==> src/rtl/wb_port_arbiter.sv <==
// Round-robin arbiter sharing the register-file write port between the ALU and
// mem writeback paths, plus the busy scoreboard used for RAW hazard stalls.
module wb_port_arbiter #(
    parameter int XLEN  = 64,
    parameter int NREGS = 32
) (
    input  logic            clk,
    input  logic            reset,
    input  logic            req0_valid,
    input  logic [4:0]      req0_addr,
    input  logic [XLEN-1:0] req0_data,
    output logic            req0_ready,
    input  logic            req1_valid,
    input  logic [4:0]      req1_addr,
    input  logic [XLEN-1:0] req1_data,
    output logic            req1_ready,
    output logic            wb_en,
    output logic [4:0]      wb_addr,
    output logic [XLEN-1:0] wb_data,
    input  logic            set_en,
    input  logic [4:0]      set_addr,
    input  logic            flush,
    input  logic [4:0]      chk_addr1,
    input  logic [4:0]      chk_addr2,
    output logic            busy1,
    output logic            busy2,
    output logic            busy_any
);

    logic             prio_q, prio_d;
    logic             wb_en_q, wb_en_d;
    logic [4:0]       wb_addr_q, wb_addr_d;
    logic [XLEN-1:0]  wb_data_q, wb_data_d;
    logic [NREGS-1:0] busy_q, busy_d;
    logic             grant0, grant1;

    always_comb begin
        // Grants are gated by reset so ready stays low while the block is held in reset.
        grant0 = reset && req0_valid && (!req1_valid || !prio_q);
        grant1 = reset && req1_valid && (!req0_valid ||  prio_q);

        prio_d = prio_q;
        if (req0_valid && req1_valid) begin
            prio_d = grant0;
        end

        wb_en_d   = 1'b0;
        wb_addr_d = wb_addr_q;
        wb_data_d = wb_data_q;
        if (grant0) begin
            wb_en_d = (req0_addr != '0);
            if (req0_addr != '0) begin
                wb_addr_d = req0_addr;
                wb_data_d = req0_data;
            end
        end else if (grant1) begin
            wb_en_d = (req1_addr != '0);
            if (req1_addr != '0) begin
                wb_addr_d = req1_addr;
                wb_data_d = req1_data;
            end
        end

        // Clear on commit first so a same-cycle set of the same register wins.
        busy_d = busy_q;
        if (wb_en_q) begin
            busy_d[wb_addr_q] = 1'b0;
        end
        if (set_en && (set_addr != '0)) begin
            busy_d[set_addr] = 1'b1;
        end
        if (flush) begin
            busy_d = '0;
        end
        busy_d[0] = 1'b0;
    end

    always_ff @(posedge clk or negedge reset) begin
        if (!reset) begin
            prio_q    <= 1'b0;
            wb_en_q   <= 1'b0;
            wb_addr_q <= '0;
            wb_data_q <= '0;
            busy_q    <= '0;
        end else begin
            prio_q    <= prio_d;
            wb_en_q   <= wb_en_d;
            wb_addr_q <= wb_addr_d;
            wb_data_q <= wb_data_d;
            busy_q    <= busy_d;
        end
    end

    assign req0_ready = grant0;
    assign req1_ready = grant1;
    assign wb_en      = wb_en_q;
    assign wb_addr    = wb_addr_q;
    assign wb_data    = wb_data_q;
    assign busy1      = (chk_addr1 != '0) && busy_q[chk_addr1];
    assign busy2      = (chk_addr2 != '0) && busy_q[chk_addr2];
    assign busy_any   = |busy_q;

endmodule

==> config.mk <==
export PLATFORM = sky130hd
export DESIGN_NAME = wb_port_arbiter
export DESIGN_NICKNAME = d
export VERILOG_FILES = /design/src/rtl/wb_port_arbiter.sv
export SDC_FILE = /design/constraint.sdc
export NUM_CORES = 1
export LEC_CHECK = 0
export CORE_ASPECT_RATIO = 1.2
export CORE_MARGIN = 8
export CORE_UTILIZATION = 44
export DETAILED_ROUTE_END_ITERATION = 7
export MAX_ROUTING_LAYER = met4
export PLACE_DENSITY = 0.81
export SLEW_MARGIN = 10
export SYNTH_ARGS = -nofsm -noshare
export SYNTH_HDL_FRONTEND = slang
export SYNTH_SLANG_ARGS = --single-unit
export TNS_END_PERCENT = 10
==> constraint.sdc <==
create_clock -name clk -period 2.83 [get_ports clk]
set_input_delay 0.566 -clock clk [delete_from_list [all_inputs] [get_ports clk]]
set_output_delay 0.566 -clock clk [all_outputs]
set_load 0.02 [all_outputs]
==> metrics <==
status complete, no violations; met1 Usage GRT 26.4%; setup slack at placement -678 ps; max-slew violation count 0; Slew headroom 32.1%; async set or reset register ratio after synthesis 100%; Netlist cell types 38; GR peak layer met2; initial DRC count 249; routed wire length 19800 um; Pleak 0.00372 uW; Hold Buf Count CTS 0; GR met3 Demand/Resource 5.80%; crit end category output pin; GRT Util Overall 23.5%; worst skew pair latency 340 ps; final critical-path required period 2780 ps; synthesized flop and latch total 102; fin cells 888; Final setup violation count 0; Startpoint Class primary input; Die W 121 um; Hold Vio Cnt, Final 0; R2R cell count 6; Yosys Warn Count 0; drt drc 0; EDFF count, synth 0; GP Congestion 0.974; crit path to busy1; input/output buffers 233; total power draw 5260 uW; met2 GRT Util 39.9%; vias per inst 5.52; die height 143 um; cell area after synthesis 5870 sq um; CTS tree built; H-tree lvl count 3; Fmax 0.360 GHz; Wirelength per Cell 22.2 um; Root Driver clkbuf_16; mean area per synthesized cell 12.2 sq um; NumNets Final 874; Crit. Startpoint chk_addr1[1]; RSZ-0062 raised after global routing yes; DP HPWL 15400 um; setup ws final 52.3 ps; slowest CP cell clkdlybuf4s50_1; worst-path fanout max 2; Routed Antenna Nets 0; Initial Util 44.8%; postcts setup bufs 0; Cells after Synth 480; Critical Path, Cell by Cell clkdlybuf4s50_1, mux2_2, o311ai_2, a221oi_1, a221o_1, buf_2; fillcell total 963; Max stage delay on crit path 490 ps; clock skew 6.58 ps; adder-cell share of the synthesized area 0%; share of cells above drive strength 1 28.3%; Simple-Gate Fraction of Synth Area 8.80%; Synth Area in Compound Gates 8.48%; Buf/Inv on CP 2; capture point of the worst reg-to-reg path wb_data[12]; Post-Synth XOR/XNOR Area 0%; Worst Tran Pin Value 1020 ps; maximum VDD drop 0.000344 V; reg-to-reg critical path startpoint prio_q; clk buf depth 2; FF-to-FF setup slack 970 ps; type of the worst setup path in -> out; Ports 234; largest net degree at the start of global routing 83; Max Cap Viol 0; mux cell area share after synthesis 36.2%; First-pass DRT Iterations 5; final worst-path cycle share 98.2%; Vias 4904; Clk pin slew, worst setup/hold paths 60 ps; Inserted Diodes 0; Final Core Density 67.3%; die area 17300 sq um; WP depth 6; min-delay worst type in -> async; Cells after DPL 872; global route overflow 0; TritonCTS Buffers 9; Layout area overhead 50.4%; Arrival @ worst endpoint 2210 ps; clock sink count 102; Rows 46; Main synth FF type dfrtp_1; post-synthesis sequential area ratio 43.5%; main combinational cell family by area after synthesis multiplexers; first-pass GRT wire length 30700 um; vias in the first global route 5558; WP data required 2260 ps; Core ar. 13100 sq um; Syn Nets 639; Top delay family on crit path buffers and inverters; P per Cell Area 595 nW/um^2; initial antenna violation count 0
==> cell type report <==
type / instances / area (sq um) / share of cell area [%]
clock buffer: 12 / 267 / 3.02
clock inverter: 4 / 52.6 / 0.595
inverter: 4 / 15.0 / 0.170
multi-input combinational: 344 / 3230 / 36.6
sequential: 102 / 2550 / 28.9
tap: 168 / 210 / 2.38
timing repair buffer: 254 / 2510 / 28.4
==> kinds of logic after synthesis <==
logic type             after synthesis
flip-flops                         102
buffers and inverters               34
AO/OA/AOI/OAI                       84
multiplexers                       163
AND/OR/NAND/NOR                     97
==> state kept, by name, indices dropped and copies added (netlist names) <==
name / count
prio_q: 1
wb_addr: 5
wb_en: 1
busy_q: 31
wb_data: 64
==> power breakdown <==
group          switching [uW]  internal [uW]  total, uW
sequential                207           1720       1930
clock                     529            761       1290
combinational             892           1150       2050
==> cell usage after synthesis, drive strengths merged (3+ instances only) <==
cell type    n  area share (%)
mux2       146              32
dfrtp      102              43
nand2       42             2.7
a21oi       32             2.7
o21ai       31             2.6
clkbuf      21             1.3
mux2i       13             2.2
buf          9             1.5
nor4         9            0.96
nor2         6            0.38
nor2b        6            0.64
nor3b        6            0.77
nand3        5            0.43
nand3b       5            0.64
a2111oi      4            0.60
inv          4            0.26
mux4         4             1.5
and3b        3            0.45
==> placed cells by master (no fill, tap or decap), types with 9 or more instances in the layout <==
master,count
buf_4,17
dfrtp_1,102
a21oi_1,32
mux2_4,69
nand2_1,42
nor4_1,9
clkbuf_16,9
mux2_2,77
o21ai_0,31
clkdlybuf4s50_1,222
mux2i_1,13
==> how the worst min path moves through the flow <==
stage | depth (start not counted) | start | end
final | 1 | reset | wb_data[30]
after global placement | 1 | reset | wb_data[30]
after CTS | 1 | reset | wb_data[30]
after floorplan | 0 | reset | busy_q[10]
after global routing | 1 | reset | wb_data[28]
after detailed placement | 1 | reset | wb_data[30]
==> repair_timing <==
action	in CTS	in global routing
setup endpoints to repair	2	3
gates resized for setup	29	8
pin swaps	0	0
==> through the flow <==
| step | hold slack [ps] | area [sq um] | TNS [ps] |
|---|---|---|---|
| 2_1_floorplan | 270 | 5870 | 0 |
| 3_3_place_gp | 381 | 8450 | -1100 |
| 3_5_place_dp | 383 | 8450 | -1200 |
| 4_1_cts | 17.6 | 8810 | -11.5 |
| 5_1_grt | 18.1 | 8840 | -18.3 |
| 6_report | 29.9 | 8840 | 0 |
==> layer usage <==
metal	routed length [um]	vias up
met2	10400	215
met3	1260	31
met1	7680	2413
li1	-	2245
met4	454	0
met5	0	-
Power figures use the tool's default switching activity.
